## config.mk

```make
export PLATFORM = sky130hd
export DESIGN_NAME = vc_pop_scheduler
export DESIGN_NICKNAME = d
export VERILOG_FILES = /design/src/rtl/pcie_pkg.sv /design/src/rtl/vc_pop_scheduler_wrr_credit.sv /design/src/rtl/vc_pop_scheduler.sv
export SDC_FILE = /design/constraint.sdc
export NUM_CORES = 1
export LEC_CHECK = 0
export ABC_CLOCK_PERIOD_IN_PS = 4100
export CAP_MARGIN = 0
export CELL_PAD_IN_SITES_DETAIL_PLACEMENT = 1
export CELL_PAD_IN_SITES_GLOBAL_PLACEMENT = 1
export CORE_MARGIN = 2
export CORE_UTILIZATION = 35
export DETAILED_ROUTE_END_ITERATION = 7
export GPL_TIMING_DRIVEN = 1
export PLACE_DENSITY_LB_ADDON = 0.05
export RECOVER_POWER = 100
export SLEW_MARGIN = 20
export SYNTH_ARGS = -nofsm -noshare
export SYNTH_HDL_FRONTEND = slang
export SYNTH_SLANG_ARGS = --single-unit
```

## constraint.sdc

```tcl
create_clock -name clk -period 4.1 [get_ports clk]
set_clock_uncertainty 0.15 [all_clocks]
set_input_delay 0.82 -clock clk [delete_from_list [all_inputs] [get_ports clk]]
set_output_delay 0.82 -clock clk [all_outputs]
set_load 0.01 [all_outputs]
```

## src/rtl/pcie_pkg.sv

```systemverilog
// Shared definitions for the transaction datapath: arbiter state encoding,
// data-word field positions and default widths.
package pcie_pkg;

  localparam int unsigned DEF_WGT_W = 3;
  localparam int unsigned DEF_CNT_W = 8;
  localparam int unsigned VC_BIT    = 4;
  localparam int unsigned DEST_BIT  = 5;

  typedef enum logic {
    SERVE_VC0 = 1'b0,
    SERVE_VC1 = 1'b1
  } wrr_state_e;

endpackage

```

## src/rtl/vc_pop_scheduler_wrr_credit.sv

```systemverilog
// Weighted round-robin between VC0 and VC1: turn state plus consecutive-grant
// credit; flags a pop request for the VC owning the turn.
module wrr_credit
  import pcie_pkg::*;
#(
  parameter int unsigned WGT_W = DEF_WGT_W
) (
  input  logic             clk,
  input  logic             reset_L,
  input  logic             enable_i,
  input  logic [WGT_W-1:0] weight_VC0_i,
  input  logic [WGT_W-1:0] weight_VC1_i,
  input  logic             elig_VC0_i,
  input  logic             elig_VC1_i,
  input  logic             dest_ok_i,
  output logic             grant_o,
  output logic             pop_req_o,
  output logic             switch_o
);

  wrr_state_e       state_q, state_d;
  logic [WGT_W-1:0] credit_q, credit_d;
  logic [WGT_W:0]   cur_w, eff_w, credit_inc;
  logic             elig_cur, elig_oth;

  always_comb begin
    state_d    = state_q;
    credit_d   = credit_q;
    pop_req_o  = 1'b0;
    switch_o   = 1'b0;
    cur_w      = (state_q == SERVE_VC0) ? {1'b0, weight_VC0_i} : {1'b0, weight_VC1_i};
    eff_w      = (cur_w == '0) ? (WGT_W+1)'(1) : cur_w;
    elig_cur   = (state_q == SERVE_VC0) ? elig_VC0_i : elig_VC1_i;
    elig_oth   = (state_q == SERVE_VC0) ? elig_VC1_i : elig_VC0_i;
    credit_inc = {1'b0, credit_q} + (WGT_W+1)'(1);
    // Back-pressure freezes the turn entirely, including work-conserving hand-over.
    if (enable_i && dest_ok_i) begin
      if (elig_cur) begin
        pop_req_o = 1'b1;
        if (credit_inc >= eff_w) switch_o = 1'b1;
        else                     credit_d = credit_inc[WGT_W-1:0];
      end else if (elig_oth) begin
        switch_o = 1'b1;
      end
    end
    if (switch_o) begin
      state_d  = (state_q == SERVE_VC0) ? SERVE_VC1 : SERVE_VC0;
      credit_d = '0;
    end
  end

  always_ff @(posedge clk) begin
    if (!reset_L) begin
      state_q  <= SERVE_VC0;
      credit_q <= '0;
    end else begin
      state_q  <= state_d;
      credit_q <= credit_d;
    end
  end

  assign grant_o = state_q;

endmodule

```

## src/rtl/vc_pop_scheduler.sv

```systemverilog
// Pop sequencer for the main FIFO and the two VC FIFOs: MF gating by target
// Pausa, WRR arbitration between VCs, registered pops and per-VC grant counters.
module vc_pop_scheduler
  import pcie_pkg::*;
#(
  parameter int unsigned CNT_W = DEF_CNT_W,
  parameter int unsigned WGT_W = DEF_WGT_W
) (
  input  logic             clk,
  input  logic             reset_L,
  input  logic             enable,
  input  logic [WGT_W-1:0] weight_VC0,
  input  logic [WGT_W-1:0] weight_VC1,
  input  logic             Fifo_Empty_MF,
  input  logic             Almost_Empty_MF,
  input  logic             head_vc_MF,
  input  logic             Fifo_Empty_VC0,
  input  logic             Almost_Empty_VC0,
  input  logic             Pausa_VC0,
  input  logic             Fifo_Empty_VC1,
  input  logic             Almost_Empty_VC1,
  input  logic             Pausa_VC1,
  input  logic             Pausa_D0,
  input  logic             Pausa_D1,
  output logic             pop_MF,
  output logic             pop_VC0,
  output logic             pop_VC1,
  output logic             grant_vc,
  output logic [CNT_W-1:0] grant_cnt_VC0,
  output logic [CNT_W-1:0] grant_cnt_VC1
);

  logic             pop_MF_q, pop_MF_d;
  logic             pop_VC0_q, pop_VC0_d;
  logic             pop_VC1_q, pop_VC1_d;
  logic [CNT_W-1:0] cnt0_q, cnt0_d, cnt1_q, cnt1_d;
  logic             pausa_target, mf_ok, elig0, elig1, dest_ok;
  logic             grant, pop_req, wrr_switch;

  // Empty lags a registered pop by one cycle, so an almost-empty FIFO is
  // never popped on consecutive cycles.
  assign pausa_target = head_vc_MF ? Pausa_VC1 : Pausa_VC0;
  assign mf_ok   = !Fifo_Empty_MF && !pausa_target && !(pop_MF_q && Almost_Empty_MF);
  assign elig0   = !Fifo_Empty_VC0 && !(pop_VC0_q && Almost_Empty_VC0);
  assign elig1   = !Fifo_Empty_VC1 && !(pop_VC1_q && Almost_Empty_VC1);
  assign dest_ok = !Pausa_D0 && !Pausa_D1;

  wrr_credit #(.WGT_W(WGT_W)) u_wrr (
    .clk          (clk),
    .reset_L      (reset_L),
    .enable_i     (enable),
    .weight_VC0_i (weight_VC0),
    .weight_VC1_i (weight_VC1),
    .elig_VC0_i   (elig0),
    .elig_VC1_i   (elig1),
    .dest_ok_i    (dest_ok),
    .grant_o      (grant),
    .pop_req_o    (pop_req),
    .switch_o     (wrr_switch)
  );

  always_comb begin
    pop_MF_d  = enable && mf_ok;
    pop_VC0_d = pop_req && !grant;
    pop_VC1_d = pop_req && grant && !wrr_switch ? 1'b1 : (pop_req && grant);
    cnt0_d    = cnt0_q + CNT_W'(pop_VC0_d);
    cnt1_d    = cnt1_q + CNT_W'(pop_VC1_d);
  end

  always_ff @(posedge clk) begin
    if (!reset_L) begin
      pop_MF_q  <= 1'b0;
      pop_VC0_q <= 1'b0;
      pop_VC1_q <= 1'b0;
      cnt0_q    <= '0;
      cnt1_q    <= '0;
    end else begin
      pop_MF_q  <= pop_MF_d;
      pop_VC0_q <= pop_VC0_d;
      pop_VC1_q <= pop_VC1_d;
      cnt0_q    <= cnt0_d;
      cnt1_q    <= cnt1_d;
    end
  end

  assign pop_MF        = pop_MF_q;
  assign pop_VC0       = pop_VC0_q;
  assign pop_VC1       = pop_VC1_q;
  assign grant_vc      = grant;
  assign grant_cnt_VC0 = cnt0_q;
  assign grant_cnt_VC1 = cnt1_q;

endmodule

```

# Yosys cells after proc, flatten, opt, wreduce, memory -nomap -nowiden
# Index checks and enable logic that the tools add are counted.
# word_totals
output_inout_bits	20
reg_bits	23
wordCells	53
inputBits	20
# classes
bitwise_logic	2
n_lt_le_gt_ge	1
n_addsub	3
mux	13
reduce_logical	27
# ops
op	n
$add 8x1->8	2
$logic_and 1x1->1	13
$logic_not 1->1	11
$mux 1	11
$add 3x1->4 const B	1
$ge 4x4->1	1
$logic_not 4->1	1
$mux 4	1
$mux 3	1
$reduce_and 3->1	1
$not 1->1	2
$reduce_or 2->1	1

# Logic depth before layout (Yosys ltp)
# logic_depth
ltp_word	11
depth_mapped	8
ltp_nobuf	8

# Hierarchy
# Synthesis repeated with hierarchy kept, for this count alone.
# unflattened
cells_unflattened	120
area_unflattened_um2	1144.8
# by_module_without_submodules
mod	n_inst	area_per_inst_um2	cells_each	seq_area_each_um2
vc_pop_scheduler	1	800.8	84	380.4
wrr_credit	1	344.1	36	80.1

# Least setup slack after synthesis
# OpenSTA, ideal clock, no wires.
# synth_path
path_kind	input -> register
startpoint	input port weight_VC1[1]
endpoint	register u_wrr.state_q, in the netlist u_wrr.grant_o
cell_stages	7
setup_ns	0.072
t_arrival_ns	2.118
setup_slack_ns	1.761
t_required_ns	3.878
cell_sequence	mux2i_1 a221o_1 ha_1 nor3b_1 or2_1 a31oi_2 mux2i_1
# synth_via
elab_chain_cells	7
# synth_lines
item	line_no	text
from (decl)	vc_pop_scheduler.sv:13	input logic [WGT_W-1:0] weight_VC1,
$mux 3 (*)	vc_pop_scheduler_wrr_credit.sv:31	cur_w = (state_q == SERVE_VC0) ? {1'b0, weight_VC0_i} : {1'b0, weight_VC1_i};
$logic_not 4->1	vc_pop_scheduler_wrr_credit.sv:32	eff_w = (cur_w == '0) ? (WGT_W+1)'(1) : cur_w;
$mux 4 (*)	vc_pop_scheduler_wrr_credit.sv:32	
$ge 4x4->1 (*)	vc_pop_scheduler_wrr_credit.sv:40	if (credit_inc >= eff_w) switch_o = 1'b1;
$mux 1 (*)	vc_pop_scheduler_wrr_credit.sv:40	
$mux 1 (*)	vc_pop_scheduler_wrr_credit.sv:38	if (elig_cur) begin
$mux 1 (*)	vc_pop_scheduler_wrr_credit.sv:37	if (enable_i && dest_ok_i) begin
to (signal assigned)	vc_pop_scheduler_wrr_credit.sv:57	state_q <= state_d;
to (decl)	vc_pop_scheduler_wrr_credit.sv:21	wrr_state_e state_q, state_d;
# Mark *: on every way between the ends. The rest lies on a longest branch, timed or not.
# A chain may end at the register's enable or synchronous reset.

# Worst setup path after layout
# layout_path
startpoint	input port enable
endpoint	register cnt1_q[5], in the netlist grant_cnt_VC1[5]
# layout_via
elab_chain_cells	6
elab_cells_between_ends	8
cone_classes	add/sub: 1; mux: 3; reduce/logical: 4
# layout_lines
item	line_no	text
from (decl)	vc_pop_scheduler.sv:11	input logic enable,
$logic_and 1x1->1 (*)	vc_pop_scheduler_wrr_credit.sv:37	
$mux 1	vc_pop_scheduler_wrr_credit.sv:37	
$logic_and 1x1->1 or $logic_not 1->1 (tied branches)	vc_pop_scheduler.sv:65	pop_VC1_d = pop_req && grant && !wrr_switch ? 1'b1 : (pop_req && grant);
$logic_and 1x1->1	vc_pop_scheduler.sv:65	
$mux 1 (*)	vc_pop_scheduler.sv:65	
net pop_VC1_d	vc_pop_scheduler.sv:35	logic pop_VC1_q, pop_VC1_d;
$add 8x1->8 (*)	vc_pop_scheduler.sv:67	cnt1_d = cnt1_q + CNT_W'(pop_VC1_d);
to (signal assigned)	vc_pop_scheduler.sv:82	cnt1_q <= cnt1_d;
to (decl)	vc_pop_scheduler.sv:36	logic [CNT_W-1:0] cnt0_q, cnt0_d, cnt1_q, cnt1_d;
# The timed path passes the listed nets; every way through them passes the cells marked *.

==> results.toml <==
[run_status]
status = "finished, final reports clean"

[placement]
io_buffers = 39
gp_congestion = 0.8399
hpwl_um = 1957
placed_area_um2 = 1563

[flow_run]
cap_viol_max_count = 0

[logic_synthesis]
synthesis.instances = 113
yosysTopAreaCellShare_pct = 40.66
synth_largest_area_cell = "dfxtp_1"
syn-cell-area_um2 = 1132
synth_ff_type = "dfxtp_1"
syn_nets = 141
synth_edf_count = 0
ys_async_sr_fraction_pct = 0
ys_types = 35
synth_top_cells_by_area = "dfxtp_1 (41%), ha_1 (8.8%), xor2_1 (6.2%)"
syn_avg_cell_area_um2 = 10.02
ys_ff_latch = 23
yosysSeqAreaShare_pct = 40.66
yosysWarnings = 0

[die]
rows = 20
ioPinCount = 40
core-area_um2 = 3078
initial_core_util_pct = 36.79
die_h_um = 60.88
die_x_um = 60.88
die_area_um2 = 3706

[drt]
routed_via_density = 4.838
wl_per_cell_um = 12.29
wl_um = 2434
ant_nets = 0
drtPass1Iterations = 4
drc = 0
vias = 958
drt_iter0_markers = 34

[clock_network]
cts_hold_buf = 0
cts_buffers = 3
insertion_delay_ps = 310
cts_tree = "yes"
clk_path_buf_depth = 2
cts.sinks = 23
clkTransAtPathRegs_ps = 130
h-tree-depth = 1
ctsResizeCount = 0
postCtsSetupBuffers = 0
cts_root_buf = "clkbuf_4"

[setup_path]
cp_max_fo = 5
crit_required_ps = 4150
max_stage_delay_ps = 540
r2r_setup_slack_ps = 1780
r2r-end = "u_wrr.grant_o"
critical_path_class = "input pin to flop"
critPathBufInv = 1
path_cells = "dlygate4sd3_1 -> nor3b_1 -> and3_2 -> ha_1 -> and3_1 -> nand3_1 -> xor2_1 -> nor2_1"
critPathLaunchType = "input pin"
end_kind = "flop"
cpLargestDelayFamily = "simple AND/OR/NAND/NOR gates"
rr_worst_depth = 7
critPathSlowestCell = "dlygate4sd3_1"
cp.arrival_ps = 2860
r2r_start = "u_wrr.grant_o"

[final_layout]
drive_gt1_share_pct = 7.792
nNetsFinal = 183
fillers = 377
syn2layout_area_growth_pct = 39.45
diodes = 0
fin_area_um2 = 1579
layout_common_cells = "dfxtp_1 (23), dlygate4sd3_1 (23), clkdlybuf4s50_1 (16), nor2_1 (12)"

[grt]
grt_overflow = 0
gr-usage-all-layers_pct = 14.32
grt_pass1_wl_um = 3898
antenna_found_initial = 0
grt_pass1_vias = 879
grt_max_degree = 17

[sta]
hold_ws_ps = 373.3
hold_viol = 0
fin_crit_sh_pct = 68.58
setup_tns_ps = 0
layout_min_cycle_time_ps = 2812
tightest_slew_ps = 568.1
slew_violations = 0
fmax_mhz = 355.6
rsz0062_at_grt = "false"
setup_viol = 0
slew_headroom_pct = 62.05

[hold_path]
hold_class = "flop to flop"
min_from = "grant_cnt_VC1[7]"
whs_path_depth = 2
min_to = "grant_cnt_VC1[7]"

[power_and_ir_drop]
leakage_nw = 0.6917
clkPwrFrac_pct = 28.2
p_int_mw = 0.2880
power_frac_comb_pct = 11.5
power_density_nw_per_um2 = 239.2
switching_share_pct = 23.76
vdd_drop_max_mv = 0.07834
power_frac_seq_pct = 60.3
p_sw_mw = 0.08975
[metal layers]
metal	track usage (%)	vias up	routed length, um
li1	-	475	-
met5	0	-	0
met2	26.73	27	1296
met3	3.838	2	100
met1	16.32	454	1030
met4	2.795	0	6
[layout make-up]
cell class | instances | area (um^2) | share of cell area, %
clock buffers | 3 | 22.52 | 1.426
clock inverters | 1 | 5.005 | 0.3170
inverters | 1 | 3.754 | 0.2377
multi-input cells | 87 | 641.9 | 40.65
flip-flops and latches | 23 | 460.4 | 29.16
well taps | 44 | 55.05 | 3.487
repair buffers | 39 | 390.4 | 24.72
[worst reg2reg max path, cell delays in order, from the launching register on]
cell     delay [ps]
dfxtp_1         590
mux2i_1         170
a221o_1         340
ha_1            270
nor3b_1         250
or2_0           200
a31oi_2         120
mux2i_1         130
[per-stage QoR]
stage | worst slack, ps | utilization (%) | power, mW | cells
2_1_floorplan | 1761 | - | 0.2519 | 113
3_3_place_gp | 1222 | 50.77 | 0.2777 | 194
3_5_place_dp | 1178 | 50.77 | 0.2792 | 194
4_1_cts | 1506 | 51.67 | 0.3892 | 198
5_1_grt | 1101 | 51.30 | 0.3984 | 198
6_report | 1288 | 51.30 | 0.3777 | 198
[synthesized netlist by cell type (3+ instances only)]
cell type  count
a21oi_1        4
and2_1         5
and3_1         5
dfxtp_1       23
ha_1           8
mux2i_1        4
nand2_1        4
nand3_1        8
nand4_1        3
nor2_1        12
xnor2_1        4
xor2_1         8
[power groups by stage]
| stage | Clock, mW | Combinational [mW] | Sequential (mW) |
|---|---|---|---|
| floorplan | 0 | 0.0198 | 0.232 |
| detailed placement | 0 | 0.0463 | 0.233 |
| global route | 0.123 | 0.0474 | 0.228 |
| finish | 0.107 | 0.0434 | 0.228 |
| global placement | 0 | 0.0449 | 0.233 |
| CTS | 0.115 | 0.0465 | 0.228 |
[state kept, by name (all words and copies together) (netlist names)]
name / count
grant_cnt_VC1: 8
pop_VC1: 1
u_wrr.grant_o: 1
grant_cnt_VC0: 8
pop_MF: 1
pop_VC0: 1
u_wrr.credit_q: 3
[how the worst max path moves through the flow]
stage,startpoint,end,slack (ps),cells after the start
2_1_floorplan,weight_VC1[1],u_wrr.grant_o,1760,7
3_3_place_gp,weight_VC1[2],u_wrr.credit_q[2],1220,8
3_5_place_dp,weight_VC1[1],u_wrr.credit_q[2],1180,8
4_1_cts,weight_VC1[1],u_wrr.credit_q[2],1510,8
5_1_grt,enable,grant_cnt_VC1[5],1100,8
6_report,enable,grant_cnt_VC1[5],1290,8
[kinds of logic after synthesis]
kind of cell | count (synthesis) | synth area share (%)
XOR/XNOR | 12 | 9.282
AO/OA/AOI/OAI | 14 | 11.49
flip-flops | 23 | 40.66
buffers and inverters | 3 | 1.657
multiplexers | 4 | 3.536
AND/OR/NAND/NOR | 49 | 24.53
adder cells (fa/ha/maj) | 8 | 8.840
(Power assumes the default switching activity.)
